### config.mk
export PLATFORM = sky130hd
export DESIGN_NAME = uart_fifo_controller
export DESIGN_NICKNAME = d
export VERILOG_FILES = /design/src/rtl/uart_fifo_controller_pkg.sv /design/src/rtl/uart_fifo_rr_arbiter.sv /design/src/rtl/uart_fifo_controller.sv
export SDC_FILE = /design/constraint.sdc
export NUM_CORES = 1
export LEC_CHECK = 0
export BUFFER_PORTS_ARGS = -buffer_cell sky130_fd_sc_hd__buf_2
export CORE_ASPECT_RATIO = 1.25
export CORE_UTILIZATION = 33
export DETAILED_ROUTE_END_ITERATION = 10
export GPL_TIMING_DRIVEN = 0
export HOLD_SLACK_MARGIN = 0.05
export PLACE_DENSITY = 0.77
export SETUP_SLACK_MARGIN = 0.1
export SKIP_LAST_GASP = 1
export SLEW_MARGIN = 20
export SYNTH_ARGS = -nofsm -noshare
export SYNTH_HDL_FRONTEND = slang
export SYNTH_SLANG_ARGS = --single-unit
### constraint.sdc
create_clock -name clk_i -period 1.2 [get_ports clk_i]
set_input_delay 0.06 -clock clk_i [delete_from_list [all_inputs] [get_ports clk_i]]
set_output_delay 0.06 -clock clk_i [all_outputs]
set_load 0.05 [all_outputs]
### src/rtl/uart_fifo_controller_pkg.sv
// uart_fifo_controller_pkg: shared data width and read-sequencer state encoding
package uart_fifo_controller_pkg;
   localparam int DATA_WIDTH = 8;
   localparam logic [2:0] ST_IDLE    = 3'd0;
   localparam logic [2:0] ST_FETCH   = 3'd1;
   localparam logic [2:0] ST_SEND    = 3'd2;
   localparam logic [2:0] ST_WAIT_TX = 3'd3;
   localparam logic [2:0] ST_SETTLE  = 3'd4;
   typedef enum logic [2:0] {
      IDLE    = ST_IDLE,
      FETCH   = ST_FETCH,
      SEND    = ST_SEND,
      WAIT_TX = ST_WAIT_TX,
      SETTLE  = ST_SETTLE
   } state_e;
endpackage

### src/rtl/uart_fifo_rr_arbiter.sv
// uart_fifo_rr_arbiter: two-requester round-robin write arbiter in front of the FIFO.
//   req_a_i/req_b_i, data_a_i/data_b_i : requests and offered bytes
//   full_i                             : FIFO full, blocks all grants
//   grant_a_o/grant_b_o                : one-hot (or zero) grants
//   write_o, data_o                    : FIFO write strobe and byte (0 when idle)
module uart_fifo_rr_arbiter
   import uart_fifo_controller_pkg::*;
(
   input  logic                  clk_i,
   input  logic                  rst_i,
   input  logic                  req_a_i,
   input  logic                  req_b_i,
   input  logic [DATA_WIDTH-1:0] data_a_i,
   input  logic [DATA_WIDTH-1:0] data_b_i,
   input  logic                  full_i,
   output logic                  grant_a_o,
   output logic                  grant_b_o,
   output logic                  write_o,
   output logic [DATA_WIDTH-1:0] data_o
);
   // last_b_q=1 means B was granted last; reset value lets A win the first contention
   logic last_b_q, last_b_d;
   always_comb begin
      grant_a_o = !full_i && req_a_i && (!req_b_i || last_b_q);
      grant_b_o = !full_i && req_b_i && (!req_a_i || !last_b_q);
      write_o   = grant_a_o || grant_b_o;
      data_o    = grant_a_o ? data_a_i : grant_b_o ? data_b_i : '0;
      last_b_d  = grant_a_o ? 1'b0 : grant_b_o ? 1'b1 : last_b_q;
   end
   always_ff @(posedge clk_i or posedge rst_i)
      if (rst_i) last_b_q <= 1'b1;
      else       last_b_q <= last_b_d;
endmodule

### src/rtl/uart_fifo_controller.sv
// uart_fifo_controller: arbitrates two byte writers into a FIFO and drains it to a UART.
//   req_*/data_*/grant_*          : writer side
//   fifo_*                        : FIFO write/pop strobes, data and status
//   tx_ready_i/tx_start_o/tx_data_o/tx_done_i : UART transmitter handshake
//   busy_o                        : read sequencer not idle
module uart_fifo_controller
   import uart_fifo_controller_pkg::*;
(
   input  logic                  clk_i,
   input  logic                  rst_i,
   input  logic                  req_a_i,
   input  logic                  req_b_i,
   input  logic [DATA_WIDTH-1:0] data_a_i,
   input  logic [DATA_WIDTH-1:0] data_b_i,
   output logic                  grant_a_o,
   output logic                  grant_b_o,
   output logic                  fifo_write_flag_o,
   output logic [DATA_WIDTH-1:0] fifo_data_in_o,
   input  logic                  fifo_full_flag_i,
   input  logic                  fifo_empty_flag_i,
   input  logic [DATA_WIDTH-1:0] fifo_data_out_i,
   output logic                  fifo_read_next_o,
   input  logic                  tx_ready_i,
   output logic                  tx_start_o,
   output logic [DATA_WIDTH-1:0] tx_data_o,
   input  logic                  tx_done_i,
   output logic                  busy_o
);
   state_e                state_q, state_d;
   logic [DATA_WIDTH-1:0] tx_data_q, tx_data_d;
   logic                  send;
   uart_fifo_rr_arbiter u_arb (
      .clk_i    (clk_i),
      .rst_i    (rst_i),
      .req_a_i  (req_a_i),
      .req_b_i  (req_b_i),
      .data_a_i (data_a_i),
      .data_b_i (data_b_i),
      .full_i   (fifo_full_flag_i),
      .grant_a_o(grant_a_o),
      .grant_b_o(grant_b_o),
      .write_o  (fifo_write_flag_o),
      .data_o   (fifo_data_in_o)
   );
   // FETCH absorbs the FIFO output register lag; SETTLE lets the post-pop head update land
   always_comb begin
      state_d = state_q;
      case (state_q)
         IDLE:    if (!fifo_empty_flag_i && tx_ready_i) state_d = FETCH;
         FETCH:   state_d = SEND;
         SEND:    state_d = WAIT_TX;
         WAIT_TX: if (tx_done_i) state_d = SETTLE;
         SETTLE:  state_d = IDLE;
         default: state_d = IDLE;
      endcase
   end
   // Head byte is passed through during SEND so tx_data is already valid with tx_start
   always_comb begin
      send             = state_q == SEND;
      tx_data_d        = send ? fifo_data_out_i : tx_data_q;
      tx_data_o        = tx_data_d;
      tx_start_o       = send;
      fifo_read_next_o = send;
      busy_o           = state_q != IDLE;
   end
   always_ff @(posedge clk_i or posedge rst_i)
      if (rst_i) begin
         state_q   <= IDLE;
         tx_data_q <= '0;
      end else begin
         state_q   <= state_d;
         tx_data_q <= tx_data_d;
      end
endmodule

* Word level (Yosys, flattened, before mapping)
Index checks and enable logic that the tools add are counted.
** Storage, ports and cells
- Flip-flop bits (word level) :: 12
- Bits of input ports :: 32
- Output and inout port bits :: 22
** Operators by class
- Equal/unequal tests :: 5
- Muxes and demuxes :: 8
- Reduce and logical (&&, ||, !) cells :: 17
** Operator list (count)
- $mux W8 :: 3
- $pmux W3 S4 :: 1
- $eq A3 B2 Y1 const B :: 2
- $mux W3 :: 2
- $logic_and A1 B1 Y1 :: 5
- $logic_not A1 Y1 :: 5
- $ne A2 B2 Y1 const B :: 2
- $eq A3 B1 Y1 const B :: 1
- $logic_not A3 Y1 :: 1
- $logic_or A1 B1 Y1 :: 3
- $reduce_bool A3 Y1 :: 1
- $mux W1 :: 2
- $reduce_and A2 Y1 :: 1
- $reduce_bool A2 Y1 :: 1

* Longest topological paths before layout
Gate-level depths: netlist (run 1).
- Depth after elaboration :: 5
- Mapped depth :: 4
- Gate-level depth less buffers :: 3

* By module
From an unflattened synthesis (run 1), not the netlist that was laid out.
** Unflattened totals
- Cells, all modules :: 71
- Area total of the unflattened synthesis :: 802.0 sq um
** By module, submodules not included
- uart_fifo_controller :: times used 1, cells an instance 31, area an instance 452.9 sq um
- uart_fifo_rr_arbiter :: times used 1, cells an instance 40, area an instance 349.1 sq um

* Worst setup path before layout (run 1)
Ideal clock, no wire load.
- Path type :: register -> output
- Start point :: reg u_arb.last_b_q
- End point :: out fifo_data_in_o[0]
- Arrival time :: 1537 ps
- Slack :: -397 ps
- Stages on the path, launching flop included :: 5
- Cells stage by stage :: dfstp_2 nand2b_1 buf_2 a32oi_1 nor2_1
** On the way
- Cells in the longest elaborated chain, start to end :: 5
- Elaborated cells on any way between the ends :: 7
** RTL lines
- from (decl) :: RTL line uart_fifo_rr_arbiter.sv:22 : logic last_b_q, last_b_d;
- from (signal assigned) :: RTL line uart_fifo_rr_arbiter.sv:32 : else last_b_q <= last_b_d;
- $logic_not A1 Y1 :: RTL line uart_fifo_rr_arbiter.sv:25 : grant_b_o = !full_i && req_b_i && (!req_a_i || !last_b_q);
- $logic_or A1 B1 Y1 :: RTL line uart_fifo_rr_arbiter.sv:25
- $logic_and A1 B1 Y1 :: RTL line uart_fifo_rr_arbiter.sv:25
- $mux W8 :: RTL line uart_fifo_rr_arbiter.sv:27 : data_o = grant_a_o ? data_a_i : grant_b_o ? data_b_i : '0;
- $mux W8 * :: RTL line uart_fifo_rr_arbiter.sv:27
- to (decl) :: RTL line uart_fifo_controller.sv:18 : output logic [DATA_WIDTH-1:0] fifo_data_in_o,
Every way passes the cells marked *; elsewhere a longest branch is shown, timed or not.

* Worst setup path in the final report (run 1)
- Start point :: reg state_q[1]
- End point :: out tx_data_o[7]
** On the way
- Cells in the longest elaborated chain, start to end :: 2
** RTL lines
- from (decl) :: RTL line uart_fifo_controller.sv:29 : state_e state_q, state_d;
- from (signal assigned) :: RTL line uart_fifo_controller.sv:71 : state_q <= state_d;
- $eq A3 B2 Y1 :: RTL line uart_fifo_controller.sv:59 : send = state_q == SEND;
- $mux W8 :: RTL line uart_fifo_controller.sv:60 : tx_data_d = send ? fifo_data_out_i : tx_data_q;
- to (decl) :: RTL line uart_fifo_controller.sv:25 : output logic [DATA_WIDTH-1:0] tx_data_o,
Every way passes these cells.

==> out/results.txt, run 1 <==
drt pass-1 iters - 3
Post-Layout Cell Count - 151
dpl cells - 134
yosys warns - 0
gr ovfl total - 0
die area - 2130 sq um
startpoint type of the worst setup path - register
status - complete, but fails checks
DRC violations left - 0
#FFs+latches synth - 12
worst slew pin tran - 0.451 ns
CP max stage delay - 0.44 ns
CTS Sinks - 12
fin crit share - 1.38
Hold Fails Final Rpt - 0
initial antenna violation count - 0
via count - 784
hold_ws - 0.0401 ns
gr usage total - 0.220
Crit. End Element - primary output
post-DP HPWL - 1310 um
clk root buf - clkbuf_4
worst relative slew slack - 0.699
flop-to-flop setup slack - -0.21 ns
via count of the first global-routing pass - 786
maximum vdd drop - 2.14 mV
Worst EP arrival - 1.60 ns
WL final - 2450 um
RSZ-0062 raised after global routing - true
CTS Buf Count - 3
first-pass GRT wire length - 3620 um
total I/O pin count - 54
clk_skew - 0.00261 ns
P_leak - 0.702 nW
ant diodes - 0
Chip Width - 41.5 um
Worst Path Max Fanout - 5
fraction of layout cells with a size suffix above 1 - 0.788
most frequent CP cell - buf_6
Synth Cell Area - 643 sq um
Worst-path clk slew - 0.07 ns
Final #Nets - 165
Worst Hold Class - input port to register
Worst Path Required - 1.14 ns
H-tree level count - 1
CTS tree - built
Final ANT Viol Nets - 0
Final setup violation count - 29
CTS Buffer Depth - 2
synth unique cells - 20
placer congestion estimate - 0.780
CP bufs+invs - 2
Cell Chain, Critical Path - nor3b_4 > buf_6 > mux2_4 > buf_6
DR iter-0 viols - 12
Via density - 5.19
mean routed wirelength per cell - 16.2 um
Synth Instances - 62
syn_nets - 94
Top delay family on crit path - flip-flops
Layout area overhead - 130%
Buffers on Ports - 53
CP Class - register to primary output
PnR worst setup slack - -0.462 ns
Fmax - 602 MHz
Tot Pwr - 0.00397 W
core footprint - 1810 sq um
post-route minimum period - 1.66 ns
max cap viols - 0
Max Slew Vio Count - 0
Post-CTS Hold Buffers - 2
Rows - 17
Initial Utilization - 0.356
Seq/Total Area, Yosys - 0.469
failing checks - negative setup slack
power per cell area - 2690 nW/um^2
Die Ht - 51.4 um
largest net degree at the start of global routing - 13
syn avg cell area - 10.4 sq um
CP max-delay cell - dfrtp_1
Worst-Skew Late Latency - 0.26 ns
==> worst register-to-register path, cell delays in order, from the launching register on <==
cell and delay, ns:
dfrtp_1 0.44, nor3b_4 0.26, buf_6 0.17, mux2_4 0.32, buf_4 0.13
==> report_power, final <==
group          leakage, nW  internal (W)  total [W]  switching (W)
sequential           0.141      0.000602   0.000713       0.000111
combinational        0.540       0.00134    0.00295        0.00161
clock               0.0210      0.000184   0.000311       0.000126
total                0.702       0.00213    0.00397        0.00185
==> sequential cells by signal, summed over array words and instances (netlist names) <==
name            cells
u_arb.last_b_q      1
state_q             3
tx_data_q           8
==> cells in the final DEF (no fill, tap or decap), types with 2 or more instances in the layout <==
master and instances:
a32oi_2 6, buf_2 33, buf_4 4, buf_6 22, buf_8 6, clkbuf_4 4
dfrtp_1 11, dlygate4sd3_1 2, inv_1 2, mux2_4 8, nor2_1 6, nor2_4 8
nor3b_1 2, o21ai_0 2
==> stage by stage <==
| step | area (sq um) | setup TNS [ns] | utilization | setup slack [ns] |
|---|---|---|---|---|
| detailed placement | 1060 | -3.63 | 0.587 | -0.204 |
| global placement | 1060 | -3.19 | 0.587 | -0.188 |
| global route | 1480 | -10.06 | 0.819 | -0.498 |
| finish | 1480 | -9.09 | 0.819 | -0.462 |
| CTS | 1360 | -8.58 | 0.753 | -0.443 |
| floorplan | 772 | -2.77 | - | -0.188 |
==> logic make-up (layout without fill, tap and decap cells) <==
group / count (synthesis) / after routing / share of synthesized area
compound gates: 12 / 13 / 0.154
flops: 12 / 12 / 0.469
mux: 8 / 8 / 0.140
simple gates: 23 / 23 / 0.175
buf+inv: 7 / 76 / 0.0623
==> synthesized netlist by cell type, drive strengths merged <==
master  count  area share
a21boi      2       0.029
a32oi       8        0.11
buf         4       0.045
clkbuf      1      0.0058
dfrtp      11        0.43
dfstp       1       0.041
inv         2       0.012
mux2        8        0.14
nand2       1      0.0058
nand2b      1      0.0097
nand3       1      0.0078
nor2       15       0.088
nor2b       1      0.0097
nor3b       3       0.043
o21ai       2       0.016
or3         1       0.012
==> routing by layer <==
| metal | vias up | global-route usage | wire, um |
|---|---|---|---|
| met5 | - | 0 | 0 |
| met4 | 0 | 0.0484 | 0 |
| met3 | 0 | 0.0283 | 162 |
| met2 | 48 | 0.424 | 1340 |
| met1 | 369 | 0.253 | 943 |
| li1 | 367 | - | - |
==> area by class of cell <==
class                      instances  area, sq um
buffer                             5         55.1
clock buffer                       4         36.3
fill                              99          328
inverter                           2         7.51
multi-input combinational         44          505
sequential                        12          302
tap                               19         23.8
timing repair buffer              65          551
==> repair_timing <==
action / CTS / global route
cloned: 2 / 1
hold endpoints to repair: 19 / 5
pin swaps: 2 / 4
resized for setup: 56 / 14
setup endpoints to repair: 30 / 31
setup buffers: 4 / 4
==> final timing paths <==
path                               startpoint              to  cells past startpoint
hold / removal             fifo_data_out_i[6]    tx_data_q[6]                      2
hold reg to reg                  tx_data_q[0]    tx_data_q[0]                      1
setup reg to reg                   state_q[1]    tx_data_q[2]                      4
max in group asynchronous               rst_i  u_arb.last_b_q                      3
setup / recovery                   state_q[1]    tx_data_o[7]                      4
min in group asynchronous               rst_i    tx_data_q[7]                      3
(Power assumes the default switching activity.)
==> run 2, diff against run 1 <==
Settings changed: SETUP_SLACK_MARGIN 0.1 to 0.5.
==> run 2 against run 1 <==
  * The run ends with negative hold slack, negative setup slack left
  * Total power rose by 3.2%
  * Register-to-register slack better by 0.13 ns
  * Core utilization grew 9.6 points
  * Die area is the same
  * Sequential share of layout area down 2.1 points
  * Cell area increased by 12%
  * Routed wire length up 23%
  * Global-route usage is 0.67 points higher
==> out/results.txt, run 2 (same netlist as run 1, synthesis figures left out) <==
reg2reg path depth - 3
Initial Utilization - 0.356
Gate power share - 0.763
initial antenna violation count - 0
worst relative slew slack - 0.694
CTS Sinks - 12
DRC violations left - 0
Final ANT Viol Nets - 0
Max Slew Vio Count - 0
placer congestion estimate - 0.701
Largest register FFs - 8
failing checks - negative hold slack, negative setup slack
CTS Buf Count - 3
Die Ht - 51.4 um
core footprint - 1810 sq um
die area - 2130 sq um
RSZ-0062 raised after global routing - true
dpl cells - 134
fraction of layout cells with a size suffix above 1 - 0.852
via count - 831
Layout area overhead - 157%
Pint - 0.00216 W
status - complete, but fails checks
maximum vdd drop - 2.54 mV
via count of the first global-routing pass - 763
Final #Nets - 168
CTS Buffer Depth - 2
PnR worst setup slack - -0.455 ns
mean routed wirelength per cell - 19.6 um
Via density - 5.40
CP endpoint - tx_data_o[5]
Worst Hold Class - input port to async pin
Worst Path Max Fanout - 5
worst slew pin tran - 0.458 ns
Top delay family on crit path - flip-flops
max cap viols - 0
hold_ws - -0.227 ns
Cell Chain, Critical Path - nor3b_4 > buf_6 > mux2_4 > buf_6
total I/O pin count - 54
DR iter-0 viols - 7
Worst EP arrival - 1.59 ns
Crit. End Element - primary output
fin util - 0.915
placed cell area - 1080 sq um
gr usage total - 0.226
launch point of the worst path - state_q[2]
setup total negative slack - -8.62 ns
WL final - 3010 um
Final setup violation count - 29
r2r startpoint - state_q[2]
clk_skew - 0.0111 ns
fin crit share - 1.38
post-route minimum period - 1.65 ns
post-DP HPWL - 1270 um
P_leak - 0.758 nW
largest net degree at the start of global routing - 13
Worst-Skew Late Latency - 0.29 ns
startpoint type of the worst setup path - register
Buffers on Ports - 53
Psw - 0.00194 W
ant diodes - 0
gr ovfl total - 0
CTS tree - built
CP max-delay cell - dfrtp_1
drt pass-1 iters - 4
CP bufs+invs - 2
most common cell after layout, fill and taps aside - buf_2
Critical Path Stages - 4
clk root buf - clkbuf_4
clock share of power - 0.066
Worst Path Required - 1.14 ns
Post-Layout Cell Count - 154
flop-to-flop setup slack - -0.08 ns
Chip Width - 41.5 um
CP Class - register to primary output
most frequent cells in the layout - 29 x buf_2, 23 x buf_6, 11 x dfrtp_1, 10 x nor2_4, 9 x buf_8
Rows - 17
first-pass GRT wire length - 3620 um
Worst-path clk slew - 0.08 ns
Finished Cell Area - 1650 sq um
top flop regs - tx_data_q x8, state_q x3, u_arb.last_b_q x1
H-tree level count - 1
largest reg by FF count - tx_data_q
power per cell area - 2480 nW/um^2
Hold Fails Final Rpt - 11
Sw Share - 0.472
sequential power share - 0.171
most frequent CP cell - buf_6
CP max stage delay - 0.41 ns
r2r endpoint - tx_data_q[3]
Fmax - 604 MHz
## run 2: power groups by stage
stage          Clock, W  Combinational (W)  Sequential [W]
3_3_place_gp          0            0.00204        0.000712
2_1_floorplan         0            0.00175        0.000685
3_5_place_dp          0            0.00206        0.000721
6_report       0.000269            0.00313        0.000701
5_1_grt        0.000291            0.00323        0.000711
4_1_cts        0.000259            0.00284        0.000691
## run 2: worst reg2reg max path, delay by kind of cell, from the launching register on
family	cells	cell delay, ns
buffers and inverters	1	0.17
flip-flops	1	0.41
multiplexers	1	0.31
AND/OR/NAND/NOR	1	0.26
## run 2: final cells by class
class | instances | area [sq um]
multi-input combinational | 44 | 583
sequential | 12 | 302
timing repair buffer | 68 | 638
tap | 19 | 23.8
buffer | 5 | 73.8
clock buffer | 4 | 26.3
fill | 64 | 154
inverter | 2 | 7.51
## run 2: timing repair
action / in CTS / in global routing
gates resized for setup: 71 / 24
pin swaps: 6 / 7
buffers inserted: 6 / 4
cloned: 3 / 2
endpoints found under the hold margin: 20 / 21
setup endpoints to repair: 34 / 34
## run 2: through the flow
stage | total power (W) | worst slack (ns) | hold WS (ns)
2_1_floorplan | 0.00243 | -0.188 | -0.0760
3_3_place_gp | 0.00275 | -0.187 | 0.0732
3_5_place_dp | 0.00278 | -0.201 | 0.0889
4_1_cts | 0.00379 | -0.441 | -0.204
5_1_grt | 0.00424 | -0.505 | -0.174
6_report | 0.00410 | -0.455 | -0.227
## run 2: per-layer routing
metal | wire, um | GRT usage
met4 | 85 | 0.113
met5 | 0 | 0
met2 | 1600 | 0.409
met1 | 1080 | 0.244
met3 | 242 | 0.0530
## run 2: how the worst min path moves through the flow
stage                    to  slack (ns)  startpoint
2_1_floorplan    state_q[0]       -0.08       rst_i
3_3_place_gp     state_q[0]        0.07       rst_i
3_5_place_dp     state_q[1]        0.09       rst_i
4_1_cts        tx_data_q[5]       -0.20       rst_i
5_1_grt        tx_data_q[6]       -0.17       rst_i
6_report       tx_data_q[5]       -0.23       rst_i
